## config.mk

```make
export PLATFORM = sky130hd
export DESIGN_NAME = decode_regread_stage
export DESIGN_NICKNAME = d
export VERILOG_FILES = /design/src/rtl/decode_regread_stage.sv
export SDC_FILE = /design/constraint.sdc
export NUM_CORES = 1
export LEC_CHECK = 0
export ABC_CLOCK_PERIOD_IN_PS = 6250
export BUFFER_PORTS_ARGS = -buffer_cell sky130_fd_sc_hd__buf_2
export CAP_MARGIN = 40
export CORE_AREA = 2 2 228 230
export DETAILED_ROUTE_END_ITERATION = 12
export DIE_AREA = 0 0 230 232
export MAX_ROUTING_LAYER = met4
export PLACE_DENSITY_LB_ADDON = 0.25
export SLEW_MARGIN = 10
export SYNTH_ARGS = -nofsm -noshare
export SYNTH_HDL_FRONTEND = slang
export SYNTH_SLANG_ARGS = --single-unit
export TNS_END_PERCENT = 20
```

## constraint.sdc

```tcl
create_clock -name clk -period 6.25 [get_ports clk]
set_input_delay 1.5625 -clock clk [delete_from_list [all_inputs] [get_ports clk]]
set_output_delay 1.5625 -clock clk [all_outputs]
set_load 0.1 [all_outputs]
```

## src/rtl/decode_regread_stage.sv

```systemverilog
// Decode/register-read stage: decodes RV64I, reads operands with writeback forwarding,
// stalls on scoreboard hazards and registers a bundle toward execute.
module decode_regread_stage #(
  parameter int ADDRESS_WIDTH     = 64,
  parameter int REGISTER_WIDTH    = 64,
  parameter int REGISTERNO_WIDTH  = 5,
  parameter int INSTRUCTION_WIDTH = 32
) (
  input  logic                         clk,
  input  logic                         reset,
  input  logic                         in_valid,
  output logic                         out_ready,
  input  logic [INSTRUCTION_WIDTH-1:0] in_instruction,
  input  logic [ADDRESS_WIDTH-1:0]     in_pc,
  output logic [REGISTERNO_WIDTH-1:0]  out_rs1_regno,
  output logic [REGISTERNO_WIDTH-1:0]  out_rs2_regno,
  input  logic [REGISTER_WIDTH-1:0]    in_rs1_value,
  input  logic [REGISTER_WIDTH-1:0]    in_rs2_value,
  input  logic                         in_wb_enable,
  input  logic [REGISTERNO_WIDTH-1:0]  in_wb_regno,
  input  logic [REGISTER_WIDTH-1:0]    in_wb_value,
  input  logic                         in_ex_ready,
  output logic                         out_valid,
  output logic [ADDRESS_WIDTH-1:0]     out_pc,
  output logic [REGISTER_WIDTH-1:0]    out_rs1_value,
  output logic [REGISTER_WIDTH-1:0]    out_rs2_value,
  output logic [REGISTER_WIDTH-1:0]    out_imm,
  output logic [REGISTERNO_WIDTH-1:0]  out_rd_regno,
  output logic [6:0]                   out_opcode,
  output logic [2:0]                   out_funct3,
  output logic [6:0]                   out_funct7,
  output logic                         out_writes_rd,
  output logic                         out_illegal
);

  localparam int NREGS = 1 << REGISTERNO_WIDTH;

  logic [6:0]                  w_opcode;
  logic [2:0]                  w_funct3;
  logic [6:0]                  w_funct7;
  logic [REGISTERNO_WIDTH-1:0] w_rs1, w_rs2, w_rd;
  logic w_is_r, w_is_i, w_is_s, w_is_b, w_is_u, w_is_j, w_illegal;
  logic w_uses_rs1, w_uses_rs2, w_writes_rd;
  logic [REGISTER_WIDTH-1:0]   w_imm;
  logic [REGISTER_WIDTH-1:0]   w_rs1_value, w_rs2_value;
  logic [NREGS-1:0]            w_wb_clear, w_busy_eff, w_set, w_sb_next;
  logic w_hazard, w_advance, w_accept;

  logic [NREGS-1:0]            r_scoreboard;
  logic                        r_valid;
  logic [ADDRESS_WIDTH-1:0]    r_pc;
  logic [REGISTER_WIDTH-1:0]   r_rs1_value, r_rs2_value, r_imm;
  logic [REGISTERNO_WIDTH-1:0] r_rd;
  logic [6:0]                  r_opcode, r_funct7;
  logic [2:0]                  r_funct3;
  logic                        r_writes_rd, r_illegal;

  assign w_opcode = in_instruction[6:0];
  assign w_rd     = in_instruction[11:7];
  assign w_funct3 = in_instruction[14:12];
  assign w_rs1    = in_instruction[19:15];
  assign w_rs2    = in_instruction[24:20];
  assign w_funct7 = in_instruction[31:25];

  assign w_is_r = (w_opcode == 7'b0110011) || (w_opcode == 7'b0111011);
  assign w_is_i = (w_opcode == 7'b0010011) || (w_opcode == 7'b0011011) ||
                  (w_opcode == 7'b0000011) || (w_opcode == 7'b1100111);
  assign w_is_s = (w_opcode == 7'b0100011);
  assign w_is_b = (w_opcode == 7'b1100011);
  assign w_is_u = (w_opcode == 7'b0110111) || (w_opcode == 7'b0010111);
  assign w_is_j = (w_opcode == 7'b1101111);
  assign w_illegal = !(w_is_r || w_is_i || w_is_s || w_is_b || w_is_u || w_is_j);

  assign w_uses_rs1  = w_is_r || w_is_i || w_is_s || w_is_b;
  assign w_uses_rs2  = w_is_r || w_is_s || w_is_b;
  assign w_writes_rd = (w_is_r || w_is_i || w_is_u || w_is_j) && (w_rd != '0);

  always_comb begin
    w_imm = '0;
    if (w_is_i)
      w_imm = {{(REGISTER_WIDTH-12){in_instruction[31]}}, in_instruction[31:20]};
    else if (w_is_s)
      w_imm = {{(REGISTER_WIDTH-12){in_instruction[31]}}, in_instruction[31:25],
               in_instruction[11:7]};
    else if (w_is_b)
      w_imm = {{(REGISTER_WIDTH-13){in_instruction[31]}}, in_instruction[31],
               in_instruction[7], in_instruction[30:25], in_instruction[11:8], 1'b0};
    else if (w_is_u)
      w_imm = {{(REGISTER_WIDTH-32){in_instruction[31]}}, in_instruction[31:12], 12'b0};
    else if (w_is_j)
      w_imm = {{(REGISTER_WIDTH-21){in_instruction[31]}}, in_instruction[31],
               in_instruction[19:12], in_instruction[20], in_instruction[30:21], 1'b0};
  end

  // The register file does not hardwire x0, so zero it here before forwarding.
  assign w_rs1_value = (w_rs1 == '0) ? '0 :
                       (in_wb_enable && in_wb_regno == w_rs1) ? in_wb_value : in_rs1_value;
  assign w_rs2_value = (w_rs2 == '0) ? '0 :
                       (in_wb_enable && in_wb_regno == w_rs2) ? in_wb_value : in_rs2_value;

  assign w_wb_clear = in_wb_enable ? ({{(NREGS-1){1'b0}}, 1'b1} << in_wb_regno) : '0;
  assign w_busy_eff = r_scoreboard & ~w_wb_clear;

  assign w_hazard = (w_uses_rs1  && w_busy_eff[w_rs1]) ||
                    (w_uses_rs2  && w_busy_eff[w_rs2]) ||
                    (w_writes_rd && w_busy_eff[w_rd]);

  assign w_advance = !r_valid || in_ex_ready;
  assign out_ready = w_advance && !w_hazard;
  assign w_accept  = in_valid && out_ready;

  // Set is applied after clear so a new writer wins over a retiring one.
  assign w_set     = (w_accept && w_writes_rd) ? ({{(NREGS-1){1'b0}}, 1'b1} << w_rd) : '0;
  assign w_sb_next = w_busy_eff | w_set;

  always_ff @(posedge clk) begin
    if (reset) begin
      r_scoreboard <= '0;
      r_valid      <= 1'b0;
      r_pc         <= '0;
      r_rs1_value  <= '0;
      r_rs2_value  <= '0;
      r_imm        <= '0;
      r_rd         <= '0;
      r_opcode     <= '0;
      r_funct3     <= '0;
      r_funct7     <= '0;
      r_writes_rd  <= 1'b0;
      r_illegal    <= 1'b0;
    end else begin
      r_scoreboard <= w_sb_next;
      if (w_accept) begin
        r_valid     <= 1'b1;
        r_pc        <= in_pc;
        r_rs1_value <= w_rs1_value;
        r_rs2_value <= w_rs2_value;
        r_imm       <= w_imm;
        r_rd        <= w_rd;
        r_opcode    <= w_opcode;
        r_funct3    <= w_funct3;
        r_funct7    <= w_funct7;
        r_writes_rd <= w_writes_rd;
        r_illegal   <= w_illegal;
      end else if (w_advance) begin
        r_valid <= 1'b0;
      end
    end
  end

  assign out_rs1_regno = w_rs1;
  assign out_rs2_regno = w_rs2;
  assign out_valid     = r_valid;
  assign out_pc        = r_pc;
  assign out_rs1_value = r_rs1_value;
  assign out_rs2_value = r_rs2_value;
  assign out_imm       = r_imm;
  assign out_rd_regno  = r_rd;
  assign out_opcode    = r_opcode;
  assign out_funct3    = r_funct3;
  assign out_funct7    = r_funct7;
  assign out_writes_rd = r_writes_rd;
  assign out_illegal   = r_illegal;

endmodule

```

==> results of run 1 <==
[per-stage QoR]
stage          setup WS, ps  area, sq um  power, mW  utilization (%)
2_1_floorplan           129        14500       3.19                -
3_3_place_gp            212        17700       3.57             34.8
3_5_place_dp            269        17800       3.59             35.1
4_1_cts                 255        19000       5.66             37.3
5_1_grt                93.2        19000       5.81             37.3
6_report                212        19000       5.60             37.3
[layer usage]
| layer | GRT usage [%] | share of wire, % | up-vias |
|---|---|---|---|
| li1 | - | - | 7142 |
| met1 | 27.5 | 42 | 7194 |
| met2 | 36.0 | 49 | 596 |
| met3 | 4.31 | 6.7 | 102 |
| met4 | 6.25 | 2.7 | 0 |
| met5 | - | 0 | - |
[registers in the layout (all words and copies together) (netlist names), 3 cells and up]
name,cells
out_pc,64
out_rs1_value,64
out_rs2_value,64
out_rd_regno,5
out_opcode,7
r_scoreboard,32
out_funct3,3
out_funct7,7
out_imm,32
[critical path: cells and delay by family]
| kind | cells | cell delay [ps] |
|---|---|---|
| AO/OA/AOI/OAI | 3 | 860 |
| buffers and inverters | 2 | 400 |
| AND/OR/NAND/NOR | 3 | 1140 |
| multiplexers | 1 | 490 |
[cell type report]
type                            count  area (sq um)  area share [%]
Tap cell                          680           851            4.48
Antenna cell                        2          5.00          0.0264
Sequential cell                   281          5630            29.6
Multi-Input combinational cell   1177          7800            41.1
Timing Repair Buffer              637          3480            18.3
Clock buffer                       52          1010            5.32
Inverter                           22          82.6           0.435
Clock inverter                     10           136           0.718
[worst min-delay path by stage]
stage,slack (ps),to
finish,470,out_pc[5]$_SDFFE_PP0N_
global route,500,out_funct7[1]$_SDFFE_PP0N_
CTS,470,out_pc[56]$_SDFFE_PP0N_
detailed placement,460,out_pc[32]$_SDFFE_PP0N_
global placement,460,out_funct7[2]$_SDFFE_PP0N_
floorplan,460,r_scoreboard[7]$_SDFF_PP0_
[synth_stat cells (all sizes together) (4+ instances only)]
library cell,instances
dfxtp,281
a2111oi,4
or3,4
o41ai,14
nand3,93
o31ai,135
xnor2,4
clkbuf,174
o22ai,20
nor2,30
xor2,8
o311ai,8
or4,4
a21oi,135
nand2b,5
mux2i,142
o211ai,17
inv,21
o21a,10
nor2b,151
o21ai,270
mux4,6
nor3,9
a211oi,20
buf,58
nand2,26
o32ai,6
[power by group]
group | switching (mW) | internal, mW | leakage, nW
logic | 1.29 | 0.309 | 5.49
registers | 0.0494 | 1.90 | 2.30
clock network | 0.837 | 1.21 | 0.561
[cell families (layout without fill, tap and decap cells)]
logic type,after synthesis,in the layout,synth area share [%]
AO/OA/AOI/OAI,667,667,28.1
XOR/XNOR,12,12,0.724
buffers and inverters,254,721,7.90
flip-flops,281,281,38.8
multiplexers,151,151,11.0
other,0,2,0
AND/OR/NAND/NOR,347,347,13.5
==> qor.json, run 1 <==
{
  "status": {
    "run_status": "complete, no violations"
  },
  "detailed_routing": {
    "detailedRoute.firstPassIterationCount": 5,
    "totalWireLength_microns": 60200,
    "vias": 15000,
    "detail_route.wl_per_cell_microns": 21.0,
    "detail_route.iter0.violations": 1241,
    "detail-route-antenna-nets": 0,
    "drc_errors": 0,
    "post_drt_via_cell_ratio": 5.25
  },
  "setup_path": {
    "cpMaxStageDelayCell": "sky130_fd_sc_hd__or4b_4",
    "r2r_setup_slack_ps": 2610,
    "setup.worst_path.end_class": "output pin",
    "crit_path_cell_trace": "buf_2 -> nand2_1 -> o21a_1 -> mux4_2 -> a221oi_1 -> a2111oi_1 -> or4b_4 -> nor2_4 -> buf_12",
    "crit-reg2reg-launch": "r_scoreboard[18]$_SDFF_PP0_",
    "startpoint": "in_wb_regno[0]",
    "crit_path_start_kind": "input port",
    "r2r_end": "out_pc[5]$_SDFFE_PP0N_",
    "cp.required_ps": 4690,
    "worst_path_largest_cell_delay_ps": 600,
    "critPathArrivalTime_ps": 4480,
    "crit_path_end": "out_ready",
    "path_max_fanout": 12,
    "reg2reg_depth": 10,
    "timing_worst_setup_path_type": "input port to output pin"
  },
  "clock_network": {
    "cts.hold.buffers_added": 0,
    "clock_path_buffers": 3,
    "cts_made_buffers": 36,
    "tritoncts": "built",
    "htreeDepth": 2,
    "numClockSinks": 281,
    "worst_setup_hold_path_clk_slew_ps": 50,
    "postCtsSetupRepairBufs": 0,
    "number_of_instances_resized_during_post_cts_repair": 0,
    "clk_latency_ps": 550,
    "cts.root.buffer_cell": "sky130_fd_sc_hd__clkbuf_16"
  },
  "cells_and_area": {
    "syn_to_final_growth_pct": 30.9,
    "nNetsFinal": 2453,
    "n_fill_cell": 5341,
    "layout_commonest_cell": "sky130_fd_sc_hd__buf_2",
    "instances_no_fill": 2861,
    "layout_cell_share_with_drive_strength_beyond_1_pct": 33.1,
    "most_frequent_cells_in_the_layout": "sky130_fd_sc_hd__buf_2, sky130_fd_sc_hd__dfxtp_1, sky130_fd_sc_hd__o21ai_0"
  },
  "timing": {
    "fin_worst_skew_ps": 23.2,
    "clock.fmax_mhz": 166,
    "unrepaired_setup_endpoints_after_global_routing": "no",
    "final-hold-violation-count": 0,
    "layout_worst_path_cycle_share_pct": 96.6,
    "worst-slew-pin-transition_ps": 1310,
    "max_slew_margin_pct": 12.6,
    "final.min_clock_period_ps": 6040,
    "tns_ps": 0,
    "timing.final.max_slew_violations": 0,
    "setup_viol": 0,
    "final.hold.worst_slack_ps": 470
  },
  "synthesis": {
    "syn_inst": 1712,
    "ys_seq_elements": 281,
    "unique_cell_type_count_in_the_yosys_netlist": 66,
    "sequential_element_share_of_the_synthesized_area_pct": 38.8,
    "netlist.top_cell.by_area": "sky130_fd_sc_hd__dfxtp_1",
    "post-synth-top-area-fraction_pct": 38.8,
    "syn_avg_cell_area_sq_um": 8.47,
    "asyncSetResetFlopFracSynth_pct": 0,
    "synth.cell_area_sq_mm": 0.0145,
    "synthesis.nets": 2010,
    "synth-edff-count": 0,
    "synth-main-ff-cell": "sky130_fd_sc_hd__dfxtp_1",
    "yosys_warnings": 0,
    "synth_top_cells_by_area": "sky130_fd_sc_hd__dfxtp_1, sky130_fd_sc_hd__mux2i_1, sky130_fd_sc_hd__o21ai_0"
  },
  "placed_design": {
    "placed_cells": 2797,
    "numPortBuffers": 589,
    "gp_congestion": 0.917,
    "place_hpwl_microns": 42100
  },
  "global_routing": {
    "antenna_found_initial": 3,
    "grt_max_degree": 229,
    "grt_remaining_overflow": 0,
    "grt_pass1_wl_microns": 89700,
    "via_count_of_the_first_global_routing_pass": 14600,
    "grt_util_all_layers_pct": 22.0
  },
  "worst_hold_path": {
    "timing.hold.worst.class": "register to register",
    "min_path_cells": 2,
    "hold_path_startpoint": "out_pc[5]$_SDFFE_PP0N_"
  },
  "die": {
    "design.core.area_sq_mm": 0.0509,
    "ios": 590,
    "placement_rows": 83,
    "initial_standard_cell_utilization_of_the_core_pct": 28.5,
    "chipHeight_microns": 232,
    "die_x_microns": 230,
    "fp.dieArea_sq_mm": 0.0534
  },
  "run": {
    "max_cap_violations": 0
  },
  "power": {
    "ir_worst_vdd_mv": 0.159,
    "power_density_mw_per_mm2": 295,
    "power.static_leakage_nw": 8.35
  }
}
(Power assumes the default switching activity.)
==> run 2, diff against run 1 <==
ABC_CLOCK_PERIOD_IN_PS = 7000   (was 6250)
CORE_AREA = 2 2 233 235   (was 2 2 228 230)
DIE_AREA = 0 0 235 237   (was 0 0 230 232)
clock period = 7 ns   (was 6.25 ns; I/O delays follow)
==> run 2 against run 1 <==
Effect of this change:
- sequential cell count unchanged
- critical endpoint unchanged
- final cell count decreased by 0.14%
- utilization decreased by 2.3 points
- power decreased by 14%
- largest power group is now registers
- combinational power decreased by 11%
- setup slack improved by 79 ps
- first-iteration DRC count decreased by 10%
- non-clock buffer count decreased by 20
- clock-buffer cell count decreased by 1
- critical path type unchanged
- sequential power decreased by 11%
==> qor.json, run 2 (synthesis gave the netlist of run 1 again) <==
{
  "timing": {
    "timing.final.max_slew_violations": 0,
    "final.min_clock_period_ps": 6710,
    "max_slew_margin_pct": 11.2,
    "setup_viol": 0,
    "worst-slew-pin-transition_ps": 1330,
    "tns_ps": 0,
    "clock.fmax_mhz": 149,
    "layout_worst_path_cycle_share_pct": 95.8,
    "final-hold-violation-count": 0,
    "unrepaired_setup_endpoints_after_global_routing": "no",
    "fin_worst_skew_ps": 16.0
  },
  "status": {
    "run_status": "complete, no violations"
  },
  "detailed_routing": {
    "post_drt_via_cell_ratio": 5.24,
    "vias": 15000,
    "detail_route.wl_per_cell_microns": 20.6,
    "detailedRoute.firstPassIterationCount": 5,
    "detail-route-antenna-nets": 0,
    "drc_errors": 0,
    "detail_route.iter0.violations": 1112,
    "totalWireLength_microns": 59000
  },
  "power": {
    "power_density_mw_per_mm2": 258,
    "comb_power_share_pct": 29.3,
    "power_frac_seq_pct": 36.2,
    "power.static_leakage_nw": 8.16,
    "design_power_total_mw": 4.81,
    "ir_worst_vdd_mv": 0.133,
    "power.share.clock_pct": 34.5,
    "p_int_mw": 2.92,
    "p_sw_share_pct": 39.4,
    "p_sw_mw": 1.90
  },
  "cells_and_area": {
    "layout_cell_share_with_drive_strength_beyond_1_pct": 32.3,
    "syn_to_final_growth_pct": 28.5,
    "nNetsFinal": 2432,
    "layout_commonest_cell": "sky130_fd_sc_hd__buf_2",
    "n_fill_cell": 5616,
    "most_frequent_cells_in_the_layout": "sky130_fd_sc_hd__buf_2, sky130_fd_sc_hd__dfxtp_1, sky130_fd_sc_hd__o21ai_0"
  },
  "die": {
    "design.core.area_sq_mm": 0.0533,
    "die_x_microns": 235,
    "initial_standard_cell_utilization_of_the_core_pct": 27.2,
    "fp.dieArea_sq_mm": 0.0557,
    "placement_rows": 85,
    "chipHeight_microns": 237,
    "ios": 590
  },
  "setup_path": {
    "path_max_fanout": 14,
    "setup.worst_path.end_class": "output pin",
    "cp.required_ps": 5250,
    "critPathArrivalTime_ps": 4960,
    "crit_path_start_kind": "input port",
    "timing_worst_setup_path_type": "input port to output pin"
  },
  "clock_network": {
    "cts.hold.buffers_added": 0,
    "clock_path_buffers": 3,
    "number_of_instances_resized_during_post_cts_repair": 0,
    "htreeDepth": 2,
    "clk_latency_ps": 540,
    "postCtsSetupRepairBufs": 0,
    "worst_setup_hold_path_clk_slew_ps": 60,
    "tritoncts": "built",
    "cts.root.buffer_cell": "sky130_fd_sc_hd__clkbuf_16",
    "cts_made_buffers": 35,
    "numClockSinks": 281
  },
  "global_routing": {
    "via_count_of_the_first_global_routing_pass": 14600,
    "antenna_found_initial": 4,
    "grt_util_all_layers_pct": 20.6,
    "grt_remaining_overflow": 0,
    "grt_pass1_wl_microns": 88900,
    "grt_max_degree": 229
  },
  "worst_hold_path": {
    "timing.hold.worst.class": "register to register"
  },
  "placed_design": {
    "numPortBuffers": 589,
    "gp_congestion": 0.893,
    "place_hpwl_microns": 40700
  },
  "run": {
    "max_cap_violations": 0
  }
}
-- run 2: cell count changes in the layout (fill, tap and decap cells not counted), moves of 2 or more --
cell | before | now
sky130_fd_sc_hd__buf_16 | 3 | 0
sky130_fd_sc_hd__buf_4 | 36 | 22
sky130_fd_sc_hd__clkbuf_1 | 11 | 14
sky130_fd_sc_hd__bufinv_16 | 2 | 0
sky130_fd_sc_hd__clkbuf_8 | 5 | 2
sky130_fd_sc_hd__buf_12 | 8 | 6
-- run 2: final timing paths --
path,startpoint,end,slack [ps],cells after the start
max,in_wb_regno[1],out_ready,290,10
min,out_pc[38]$_SDFFE_PP0N_,out_pc[38]$_SDFFE_PP0N_,470,2
max reg2reg,r_scoreboard[30]$_SDFF_PP0_,out_rs2_value[30]$_SDFFE_PP0N_,3000,10
min reg2reg,out_pc[38]$_SDFFE_PP0N_,out_pc[38]$_SDFFE_PP0N_,470,2
-- run 2: through the flow --
stage | setup slack [ps] | area (sq um) | hold slack, ps | util, % | std cells
CTS | 484 | 18600 | 473 | 35.0 | 2854
floorplan | 214 | 14500 | 465 | - | 1712
detailed placement | 483 | 17600 | 465 | 33.1 | 2793
finish | 291 | 18600 | 472 | 35.0 | 2857
global route | 345 | 18600 | 484 | 35.0 | 2857
global placement | 471 | 17600 | 457 | 33.0 | 2791
-- run 2: power groups by stage --
stage          logic (mW)  registers (mW)  clock network, mW
2_1_floorplan       0.378            2.47                  0
3_3_place_gp         1.41            1.77                  0
3_5_place_dp         1.41            1.78                  0
4_1_cts              1.41            1.74               1.72
5_1_grt              1.47            1.75               1.79
6_report             1.41            1.74               1.66
-- run 2: routing by layer --
layer  vias up  routed length, microns  global-route usage [%]
li1       7088                       -                       -
met1      7191                   25000                    25.6
met2       583                   28700                    34.0
met3       103                    3640                    3.87
met4         0                    1600                    6.37
met5         -                       0                       -
-- run 2: area by class of cell --
class                      instances  area (sq um)  share of cell area, %
multi-input combinational       1177          7790                   41.8
sequential                       281          5630                   30.2
timing repair buffer             617          3240                   17.4
clock buffer                      51           956                   5.13
tap                              696           871                   4.67
inverter                          22          82.6                  0.443
clock inverter                    10          67.6                  0.362
antenna                            3          7.51                 0.0403
-- run 2: worst max-delay path: stages --
cell and delay (ps):
sky130_fd_sc_hd__buf_2 270, sky130_fd_sc_hd__nand2b_1 500, sky130_fd_sc_hd__o21ai_0 270, sky130_fd_sc_hd__and2_1 210, sky130_fd_sc_hd__a2111oi_0 880, sky130_fd_sc_hd__buf_4 240
sky130_fd_sc_hd__o2111ai_1 210, sky130_fd_sc_hd__o31ai_1 330, sky130_fd_sc_hd__nor2_2 100, sky130_fd_sc_hd__buf_12 180
==> run 3, diff against run 2 <==
ABC_CLOCK_PERIOD_IN_PS = 5900   (was 7000)
CORE_AREA = 2 2 227 229   (was 2 2 233 235)
DIE_AREA = 0 0 229 231   (was 0 0 235 237)
clock period = 5.9 ns   (was 7 ns; I/O delays follow)
==> run 3 against run 2 <==
Effect of this change:
- critical path depth is 1 lower
- register-to-register slack worse by 550 ps
- combinational power is 20% higher
- final cell count is 0.18% higher
- wire length is 0.46% higher
- largest cell class unchanged
- critical endpoint unchanged
==> qor.json, run 3 (synthesis gave the netlist of run 1 again) <==
{
  "placed_design": {
    "gp_congestion": 0.962,
    "numPortBuffers": 589,
    "place_hpwl_microns": 40800,
    "placed_cells": 2797
  },
  "die": {
    "placement_rows": 83,
    "chipHeight_microns": 231,
    "die_x_microns": 229,
    "initial_standard_cell_utilization_of_the_core_pct": 28.6,
    "fp.dieArea_sq_mm": 0.0529,
    "design.core.area_sq_mm": 0.0507,
    "ios": 590
  },
  "worst_hold_path": {
    "timing.hold.worst.class": "register to register"
  },
  "clock_network": {
    "worst_setup_hold_path_clk_slew_ps": 60,
    "htreeDepth": 2,
    "cts.hold.buffers_added": 0,
    "tritoncts": "built",
    "cts_made_buffers": 35,
    "cts.root.buffer_cell": "sky130_fd_sc_hd__clkbuf_16",
    "numClockSinks": 281,
    "postCtsSetupRepairBufs": 0,
    "clk_latency_ps": 540,
    "number_of_instances_resized_during_post_cts_repair": 0,
    "clock_path_buffers": 3
  },
  "timing": {
    "final.hold.worst_slack_ps": 470,
    "unrepaired_setup_endpoints_after_global_routing": "no",
    "fin_worst_skew_ps": 17.8,
    "final-hold-violation-count": 0,
    "timing.final.max_slew_violations": 0,
    "clock.fmax_mhz": 174,
    "layout_worst_path_cycle_share_pct": 97.2,
    "worst-slew-pin-transition_ps": 1310,
    "final.min_clock_period_ps": 5740,
    "setup_viol": 0,
    "tns_ps": 0,
    "max_slew_margin_pct": 12.4
  },
  "cells_and_area": {
    "layout_cell_share_with_drive_strength_beyond_1_pct": 33.0,
    "layout_commonest_cell": "sky130_fd_sc_hd__buf_2",
    "nNetsFinal": 2453,
    "final-seq-area_sq_mm": 0.00563,
    "n_fill_cell": 5366,
    "multi_input_area_sq_mm": 0.00780,
    "syn_to_final_growth_pct": 30.2,
    "most_frequent_cells_in_the_layout": "sky130_fd_sc_hd__buf_2, sky130_fd_sc_hd__dfxtp_1, sky130_fd_sc_hd__o21ai_0",
    "instances_no_fill": 2862
  },
  "setup_path": {
    "crit_path_cell_trace": "buf_2 -> or4b_4 -> o21a_1 -> mux4_2 -> a22oi_1 -> a2111oi_1 -> or4b_4 -> nor2_4 -> buf_12",
    "cpMaxStageDelayCell": "sky130_fd_sc_hd__or4b_4",
    "r2r_setup_slack_ps": 2450,
    "r2r_end": "out_rs1_value[60]$_SDFFE_PP0N_",
    "crit_path_start_kind": "input port",
    "cp.required_ps": 4430,
    "setup.worst_path.end_class": "output pin",
    "crit-reg2reg-launch": "r_scoreboard[15]$_SDFF_PP0_",
    "reg2reg_depth": 8,
    "crit_path_end": "out_ready",
    "worstSetupPathDepth": 9,
    "crit_buf_inv": 2,
    "path_max_fanout": 10,
    "critPathArrivalTime_ps": 4260,
    "startpoint": "in_wb_regno[2]",
    "timing_worst_setup_path_type": "input port to output pin",
    "most_common_cell_type_on_the_critical_path": "sky130_fd_sc_hd__or4b_4",
    "cp_top_family": "simple AND/OR/NAND/NOR gates",
    "worst_path_largest_cell_delay_ps": 620
  },
  "detailed_routing": {
    "detail-route-antenna-nets": 0,
    "route.met2.wl_microns": 28000,
    "detail_route.wl_per_cell_microns": 20.7,
    "vias": 15000,
    "routed-wl-met3_microns": 4020,
    "post_drt_via_cell_ratio": 5.25,
    "top_layer_used": "met4",
    "met1_length_microns": 25400,
    "detail_route.iter0.violations": 1255,
    "totalWireLength_microns": 59300,
    "detailedRoute.firstPassIterationCount": 7,
    "drc_errors": 0
  },
  "power": {
    "ir_worst_vdd_mv": 0.150,
    "power.static_leakage_nw": 8.30,
    "power_density_mw_per_mm2": 307,
    "design_power_total_mw": 5.79
  },
  "global_routing": {
    "antenna_found_initial": 6,
    "grt_util_all_layers_pct": 21.8,
    "grt_max_degree": 228,
    "via_count_of_the_first_global_routing_pass": 14500,
    "grt_remaining_overflow": 0,
    "grt_pass1_wl_microns": 88500
  },
  "run": {
    "max_cap_violations": 0
  },
  "status": {
    "run_status": "complete, no violations"
  }
}
run 3: cell types whose count changed in the layout (fill, tap and decap cells not counted), sizes merged:
cell	change
inv	-2
diode	+2
clkinvlp	-1
buf	+21
clkbuf	+1
run 3: worst register-to-register path, stage by stage, from the launching register on:
cell and delay [ps]:
sky130_fd_sc_hd__dfxtp_1 350, sky130_fd_sc_hd__o21a_1 140, sky130_fd_sc_hd__mux4_2 470, sky130_fd_sc_hd__a221oi_1 350
sky130_fd_sc_hd__a2111oi_1 140, sky130_fd_sc_hd__or4b_4 610, sky130_fd_sc_hd__buf_12 240, sky130_fd_sc_hd__o21ai_0 900
sky130_fd_sc_hd__o31ai_1 120
run 3: worst min-delay path by stage:
| stage | startpoint | to | slack (ps) | cells after the start |
|---|---|---|---|---|
| finish | out_pc[54]$_SDFFE_PP0N_ | out_pc[54]$_SDFFE_PP0N_ | 470 | 2 |
| global route | out_pc[54]$_SDFFE_PP0N_ | out_pc[54]$_SDFFE_PP0N_ | 490 | 2 |
| CTS | out_pc[50]$_SDFFE_PP0N_ | out_pc[50]$_SDFFE_PP0N_ | 470 | 2 |
| detailed placement | out_pc[50]$_SDFFE_PP0N_ | out_pc[50]$_SDFFE_PP0N_ | 460 | 2 |
| global placement | out_pc[54]$_SDFFE_PP0N_ | out_pc[54]$_SDFFE_PP0N_ | 460 | 2 |
| floorplan | r_scoreboard[7]$_SDFF_PP0_ | r_scoreboard[7]$_SDFF_PP0_ | 460 | 2 |
run 3: final cells by class:
class                      count  area share, %
clock buffer                  52           5.30
sequential                   281           29.8
multi-input combinational   1177           41.3
tap                          680           4.50
clock inverter                 7          0.285
antenna                        5         0.0662
timing repair buffer         638           18.3
inverter                      22          0.437
run 3: stage by stage:
step / util (%) / setup slack [ps] / area [sq um]
floorplan: - / 11.0 / 14500
global placement: 35.1 / 194 / 17800
detailed placement: 35.1 / 208 / 17800
CTS: 37.2 / 195 / 18800
global route: 37.3 / 70.2 / 18900
finish: 37.3 / 163 / 18900
run 3: layer usage:
metal	up-vias	GRT usage (%)
li1	7115	-
met1	7173	27.4
met2	634	35.1
met3	94	4.38
met4	0	7.22
met5	-	-
run 3: report_power, final:
| part | switching [mW] | leakage (nW) | internal (mW) |
|---|---|---|---|
| clock | 0.861 | 0.518 | 1.17 |
| sequential | 0.0516 | 2.30 | 2.01 |
| combinational | 1.36 | 5.48 | 0.324 |
| total | 2.28 | 8.30 | 3.51 |
